## config.mk

```make
export PLATFORM = sky130hd
export DESIGN_NAME = dot_serializer
export DESIGN_NICKNAME = d
export VERILOG_FILES = /design/src/rtl/dot_serializer_pkg.sv /design/src/rtl/dot_serializer_tick.sv /design/src/rtl/dot_serializer.sv
export SDC_FILE = /design/constraint.sdc
export NUM_CORES = 1
export LEC_CHECK = 0
export CORE_MARGIN = 2
export CORE_UTILIZATION = 53
export DETAILED_ROUTE_END_ITERATION = 10
export GPL_TIMING_DRIVEN = 0
export MAX_ROUTING_LAYER = met4
export PLACE_DENSITY = 0.8
export SLEW_MARGIN = 40
export SYNTH_ARGS = -nofsm -noshare
export SYNTH_HDL_FRONTEND = slang
export SYNTH_SLANG_ARGS = --single-unit
```

## constraint.sdc

```tcl
create_clock -name clk -period 3.04 [get_ports clk]
set_input_delay 0.608 -clock clk [delete_from_list [all_inputs] [get_ports clk]]
set_output_delay 0.608 -clock clk [all_outputs]
set_load 0.05 [all_outputs]
```

## src/rtl/dot_serializer_pkg.sv

```systemverilog
// Shared types and defaults for the dot_serializer slice.
package dot_serializer_pkg;

  typedef enum logic [1:0] {
    IDLE     = 2'd0,
    SHIFT_LO = 2'd1,
    SHIFT_HI = 2'd2,
    LATCH    = 2'd3
  } state_t;

  localparam int unsigned DEF_WIDTH   = 5;
  localparam int unsigned DEF_CLK_DIV = 1;

endpackage

```

## src/rtl/dot_serializer_tick.sv

```systemverilog
// Phase counter: tick is high on the last system-clock cycle of each
// CLK_DIV-long phase; clr restarts the phase.
module dot_serializer_tick #(
  parameter int unsigned CLK_DIV = 1
) (
  input  logic clk,
  input  logic rst,
  input  logic clr,
  output logic tick
);

  localparam int unsigned CW = $clog2(CLK_DIV + 1);

  logic [CW-1:0] cnt;

  assign tick = (cnt == CW'(CLK_DIV - 1));

  always_ff @(posedge clk) begin
    if (!rst || clr || tick) cnt <= '0;
    else                     cnt <= cnt + CW'(1);
  end

endmodule

```

## src/rtl/dot_serializer.sv

```systemverilog
// Serialises WIDTH-bit words MSB first to a 595-style driver (sclk/sdata/latch).
// Define DOT_SERIALIZER_BUF_EN for a one-entry pending-word buffer.
module dot_serializer
  import dot_serializer_pkg::*;
#(
  parameter int unsigned WIDTH   = DEF_WIDTH,
  parameter int unsigned CLK_DIV = DEF_CLK_DIV
) (
  input  logic             clk,
  input  logic             rst,
  input  logic [WIDTH-1:0] dot,
  input  logic             dot_vld,
  output logic             ready,
  output logic             sclk,
  output logic             sdata,
  output logic             latch,
  output logic             busy
);

  localparam int unsigned IDX_W = (WIDTH > 1) ? $clog2(WIDTH) : 1;
  localparam logic [IDX_W-1:0] IDX_LAST = IDX_W'(WIDTH - 1);

  state_t           state, state_n;
  logic [WIDTH-1:0] word, word_n;
  logic [IDX_W-1:0] idx, idx_n;
  logic             tick, accept;
  logic             sclk_d, sdata_d, latch_d, busy_d;

`ifdef DOT_SERIALIZER_BUF_EN
  logic [WIDTH-1:0] bufw, buf_n;
  logic             buf_full, buf_full_n;

  assign ready = (state == IDLE) || !buf_full;
`else
  assign ready = (state == IDLE);
`endif

  assign accept = dot_vld && ready;

  dot_serializer_tick #(.CLK_DIV(CLK_DIV)) u_tick (
    .clk  (clk),
    .rst  (rst),
    .clr  (state_n != state),
    .tick (tick)
  );

  always_ff @(posedge clk) begin
    if (!rst) begin
      state <= IDLE;
      word  <= '0;
      idx   <= '0;
`ifdef DOT_SERIALIZER_BUF_EN
      bufw     <= '0;
      buf_full <= 1'b0;
`endif
    end else begin
      state <= state_n;
      word  <= word_n;
      idx   <= idx_n;
`ifdef DOT_SERIALIZER_BUF_EN
      bufw     <= buf_n;
      buf_full <= buf_full_n;
`endif
    end
  end

  always_comb begin
    state_n = state;
    word_n  = word;
    idx_n   = idx;
`ifdef DOT_SERIALIZER_BUF_EN
    buf_n      = bufw;
    buf_full_n = buf_full;
`endif
    unique case (state)
      IDLE: begin
        if (accept) begin
          state_n = SHIFT_LO;
          word_n  = dot;
          idx_n   = IDX_LAST;
        end
      end
      SHIFT_LO: if (tick) state_n = SHIFT_HI;
      SHIFT_HI: begin
        if (tick) begin
          if (idx == '0) begin
            state_n = LATCH;
          end else begin
            idx_n   = idx - IDX_W'(1);
            state_n = SHIFT_LO;
          end
        end
      end
      LATCH: begin
        if (tick) begin
`ifdef DOT_SERIALIZER_BUF_EN
          // A pending word (or one arriving right now) skips the IDLE cycle.
          if (buf_full) begin
            state_n    = SHIFT_LO;
            word_n     = bufw;
            idx_n      = IDX_LAST;
            buf_full_n = 1'b0;
          end else if (accept) begin
            state_n = SHIFT_LO;
            word_n  = dot;
            idx_n   = IDX_LAST;
          end else begin
            state_n = IDLE;
          end
`else
          state_n = IDLE;
`endif
        end
      end
      default: state_n = IDLE;
    endcase
`ifdef DOT_SERIALIZER_BUF_EN
    if (accept && (state != IDLE) && !((state == LATCH) && tick)) begin
      buf_n      = dot;
      buf_full_n = 1'b1;
    end
`endif
  end

  // Outputs are decoded from the next state so the registered pins line up
  // with the state they describe.
  always_comb begin
    sclk_d  = (state_n == SHIFT_HI);
    latch_d = (state_n == LATCH);
    busy_d  = (state_n != IDLE);
    sdata_d = 1'b0;
    if ((state_n == SHIFT_LO) || (state_n == SHIFT_HI)) sdata_d = word_n[idx_n];
  end

  always_ff @(posedge clk) begin
    if (!rst) begin
      sclk  <= 1'b0;
      sdata <= 1'b0;
      latch <= 1'b0;
      busy  <= 1'b0;
    end else begin
      sclk  <= sclk_d;
      sdata <= sdata_d;
      latch <= latch_d;
      busy  <= busy_d;
    end
  end

endmodule

```

Word-level counts from Yosys, hierarchy flattened
Index checks and enable logic that the tools add are counted.
{"block": "totals", "reg_bits": 15, "inputBits": 8, "out_inout_bits": 5, "elab_cells": 42}
{"block": "op_classes", "add_sub_neg": 2, "order_cmp": 1, "n_eq_ne": 7, "n_mux": 14, "n_bitwise": 1, "reduce_logical": 9}
{"cell": "$mux W2", "count": 5}
{"cell": "$mux W5", "count": 2}
{"cell": "$mux W3", "count": 3}
{"cell": "$eq A2 B2 Y1 const B", "count": 4}
{"cell": "$pmux W2 S4", "count": 1}
{"cell": "$pmux W3 S2", "count": 1}
{"cell": "$eq A2 B1 Y1 const B", "count": 2}
{"cell": "$lt A3 B4 Y1 const B", "count": 1}
{"cell": "$bmux W1 S3", "count": 1}
{"cell": "$logic_not A3 Y1", "count": 1}
{"cell": "$logic_or A1 B1 Y1", "count": 3}
{"cell": "$sub A3 B1 Y3 const B", "count": 1}
{"cell": "$logic_not A2 Y1", "count": 1}
{"cell": "$ne A2 B2 Y1", "count": 1}
{"cell": "$reduce_and A2 Y1", "count": 1}
{"cell": "$reduce_bool A2 Y1", "count": 1}
{"cell": "$add A1 B1 Y1 const B", "count": 1}
{"cell": "$logic_and A1 B1 Y1", "count": 1}
{"cell": "$logic_not A1 Y1", "count": 1}
{"cell": "$mux W1", "count": 1}
{"cell": "$not A1 Y1", "count": 1}

Depth between registers and ports, before layout
{"block": "logic_depth", "ltp_word": 7, "depth_mapped": 10, "depth_no_buf": 10}

By module
Synthesis repeated with hierarchy kept, for this count alone.
{"block": "hier_totals", "cells_unflattened": 93, "hier_area_um2": 827.0}
{"mod": "dot_serializer", "n_inst": 1, "cells_per_inst": 90, "area_each_um2": 799.5, "seq_area_each_um2": 280.3}
{"mod": "dot_serializer_tick", "n_inst": 1, "cells_per_inst": 3, "area_each_um2": 27.5, "seq_area_each_um2": 20.0}

Least setup slack after synthesis
No wires, ideal clock.
{"block": "synth_path", "path_kind": "reg2reg", "start": "register state[0]", "end": "register sdata", "setup_ns": 0.074, "t_arrival_ns": 2.015, "t_required_ns": 2.966, "path_slack_ns": 0.951, "stages_incl_launch_ff": 8, "path_buffers": 0, "synth_period_minus_slack_ns": 2.089, "cell_sequence": "dfxtp_1 -> nor2_1 -> nand2_1 -> nand3_1 -> inv_1 -> ha_1 -> nand2_1 -> a31oi_1"}
{"block": "synth_between", "elab_chain_len": 7, "word_cells_on_any_way": 20, "classes_between": "eq/ne: 5; mux: 11; reduce/logical: 4"}
{"element": "from (decl)", "line_no": "dot_serializer.sv:23", "source": "state_t state, state_n;"}
{"element": "from (signal assigned)", "line_no": "dot_serializer.sv:57", "source": "state <= state_n;"}
{"element": "$logic_not A2 Y1 *", "line_no": "dot_serializer.sv:35", "source": "assign ready = (state == IDLE);"}
{"element": "via ready", "line_no": "dot_serializer.sv:13", "source": "output logic ready,"}
{"element": "$logic_and A1 B1 Y1", "line_no": "dot_serializer.sv:38", "source": "assign accept = dot_vld && ready;"}
{"element": "$mux W2", "line_no": "dot_serializer.sv:77", "source": "if (accept) begin"}
{"element": "$pmux W2 S4 *", "line_no": "dot_serializer.sv:75", "source": "unique case (state)"}
{"element": "via state_n[0]", "line_no": "dot_serializer.sv:23"}
{"element": "$eq A2 B1 Y1 or $eq A2 B2 Y1 (tied branches)", "line_no": "dot_serializer.sv:132", "source": "if ((state_n == SHIFT_LO) || (state_n == SHIFT_HI)) sdata_d = word_n[idx_n];"}
{"element": "$logic_or A1 B1 Y1 *", "line_no": "dot_serializer.sv:132"}
{"element": "$reduce_and A2 Y1 (no source line) *"}
{"element": "to (signal assigned)", "line_no": "dot_serializer.sv:143", "source": "sdata <= sdata_d;"}
{"element": "to (decl)", "line_no": "dot_serializer.sv:15", "source": "output logic sdata,"}
Mark *: on every way through the listed nets, which the timed path passes. The rest lies on a longest branch. The select of a mux whose other input is x is not followed.
A chain may end at the register's enable or synchronous reset.

Worst setup path after layout
{"block": "layout_path", "start": "register state[0]", "end": "output ready"}
{"block": "layout_between", "elab_chain_len": 1}
{"element": "$logic_not A2 Y1", "line_no": "dot_serializer.sv:35"}
{"element": "to (decl)", "line_no": "dot_serializer.sv:13"}
Every way passes these cells.

==> flow_metrics.tcl <==
set metrics [dict create \
    dr_wl_met2_um 567 \
    cpLargestDelayFamily "buffers and inverters" \
    cts.path.max_buffers 2 \
    worstPathCellList "nor2_1 -> clkdlybuf4s50_1" \
    setup_viol 0 \
    cts-resized-gates 0 \
    gp_congestion 0.802 \
    dieWidth_um 41.3 \
    postSynthAreaPerCell_sq_um 8.89 \
    cp-endpoint "ready" \
    coreArea_sq_um 1300 \
    reg2regPathDepth 10 \
    drive_above_1_share_pct 9.09 \
    fin_skew_ps 7.55 \
    fin_cells 114 \
    ys.warnings.count 0 \
    overflow 0 \
    cp.buffers_inverters 1 \
    powerDensity_nw_per_um2 467 \
    synth-seq-cells 15 \
    n_antenna_cell 0 \
    numClockSinks 15 \
    vdd_ir_drop_max_uv 330 \
    cp.required_ps 2430 \
    drt_wl_total_mm 1.21 \
    final_antenna_net_count 0 \
    period_needed_ps 2240 \
    synthesis.area_sq_um 738 \
    synth-edff-count 0 \
    globalRouteTotalUtil_pct 19.3 \
    ys.flop_type "dfxtp_1" \
    tightestPinTransition_ps 542 \
    crit_fanout 7 \
    ys_seq_area_share_pct 40.7 \
    rows 13 \
    drt_iter0_markers 7 \
    p_leak_nw 0.353 \
    post_cts_buffers 0 \
    hold_violations 0 \
    grt_pass1_vias 522 \
    startpoint_type "flop" \
    dieArea_sq_um 1710 \
    die_y_um 41.3 \
    start_util_pct 56.7 \
    grt_start_max_net_pins 11 \
    status "finished clean" \
    worstPathArrival_ps 1630 \
    r2r-end "sdata" \
    htreeDepth 1 \
    routedWlPerCell_um 10.6 \
    io_buffers 12 \
    num-fill-cells 127 \
    drv_slew 0 \
    synth_area_leaders "dfxtp_1 41%, ha_1 8.5%, nand2_1 8.1%" \
    async_reset_ff_share_pct 0 \
    synthDistinctLibCells 26 \
    tns_ps 0 \
    r2r_slack_ps 1250 \
    synth_top_area_share_pct 40.7 \
    reg2reg_from "idx[0]" \
    max-slew-margin-rel_pct 63.6 \
    cts_buffers 3 \
    hold_class "flop to flop" \
    wl_met3_um 40 \
    slowest_delay_ps 810 \
    worst-path-stages 2 \
    num_vias 580 \
    area_delta_synth_final_pct 22.9 \
    nets 113 \
    fin_crit_sh_pct 73.7 \
    cap_violations 0 \
    hold_buffers 0 \
    antenna_found_initial 0 \
    syn-num-nets 96 \
    critPathKind "flop to output pin" \
    yosysTopAreaCell "dfxtp_1" \
    tritoncts "yes" \
    ios 13 \
    grt_pass1_wl_mm 2.04 \
    vias_per_cell 5.09 \
    dr.pass1.iters 3 \
    route.detailed.drc 0 \
    fmax_mhz 446 \
    clock-root-buffer "clkbuf_4" \
    placedCellCount 110 \
    critPathCaptureType "output pin" \
    clk_latency_ps 290 \
    wl_met1_um 583 \
    highest_layer "met4" \
    yosysMostFrequentCell "nand2_1" \
    crit_path_start "state[0]" \
    syn_inst 83 \
    cts.clk_slew.worst_paths_ps 100 \
    critPathSlowestCell "clkdlybuf4s50_1" \
    yosys-top-cells-count "16 x nand2_1, 15 x dfxtp_1, 7 x a21boi_0, 5 x and2_1, 5 x ha_1" \
    hpwl_um 965 \
    rsz0062_at_grt "false" \
]
-- state kept, by name (all words and copies together), names as in the netlist --
name,cells
busy,1
state,2
idx,3
latch,1
word,5
sdata,1
sclk,1
u_tick.cnt,1
-- cell usage in the layout (no fill, tap or decap), types with 3 or more instances in the layout --
cell / Yosys / final
a21boi_0: 7 / 7
and2_1: 5 / 5
clkbuf_4: 0 / 3
clkdlybuf4s50_1: 0 / 12
dfxtp_1: 15 / 15
ha_1: 5 / 5
inv_1: 4 / 4
nand2_1: 16 / 16
nor2_1: 3 / 3
nor2b_1: 3 / 3
-- where the power goes --
group          internal (mW)  switching [mW]  leakage (nW)  total, mW
registers              0.209         0.00871         0.123      0.218
logic                 0.0363          0.0516         0.216     0.0879
clock network         0.0501          0.0675        0.0139      0.118
-- per-layer routing --
metal  global-route usage [%]  vias up
met4                     7.26        0
met1                     20.8      247
met5                        -        -
li1                         -      319
met3                     4.79        3
met2                     34.0       11
-- worst register-to-register path, stage by stage (launching register included) --
cell and delay, ps:
dfxtp_1 350, inv_1 110, ha_1 200, nand2b_1 110, nor2_1 100, o21ai_0 70
o21ai_0 200, inv_1 90, ha_1 290, nand2_1 50, a31oi_1 160
-- logic make-up (layout without fill, tap and decap cells) --
family | count (synthesis) | count (layout) | synth area share, %
flops | 15 | 15 | 40.7
compound gates | 18 | 18 | 18.1
simple gates | 39 | 39 | 29.7
buf+inv | 5 | 21 | 2.54
other cells | 1 | 1 | 0.508
fa+ha+maj | 5 | 5 | 8.47
-- worst min path at each step --
stage / start / endpoint / cells past startpoint
finish: word[2] / word[2] / 2
global route: word[1] / word[1] / 2
CTS: word[3] / word[3] / 2
detailed placement: word[2] / word[2] / 2
global placement: word[2] / word[2] / 2
floorplan: word[0] / word[0] / 2
-- per-stage QoR --
stage	util, %	instance area (sq um)	worst slack, ps	hold WS [ps]	power (mW)
after global placement	67.4	877	741	450	0.309
final	69.7	907	800	471	0.423
after floorplan	-	738	951	439	0.280
after CTS	69.7	907	785	474	0.427
after detailed placement	67.4	877	713	461	0.311
after global routing	69.7	907	722	498	0.448
-- cell type report --
cell class              count  area (sq um)  share of cell area (%)
multi-input cells          63           419                    46.2
flip-flops and latches     15           300                    33.1
repair buffers             12           120                    13.2
clock buffers               3          22.5                    2.48
well taps                  15          18.8                    2.07
inverters                   4          15.0                    1.66
clock inverters             1          7.51                   0.828
plain buffers               1          3.75                   0.414
Power figures use the tool's default switching activity.
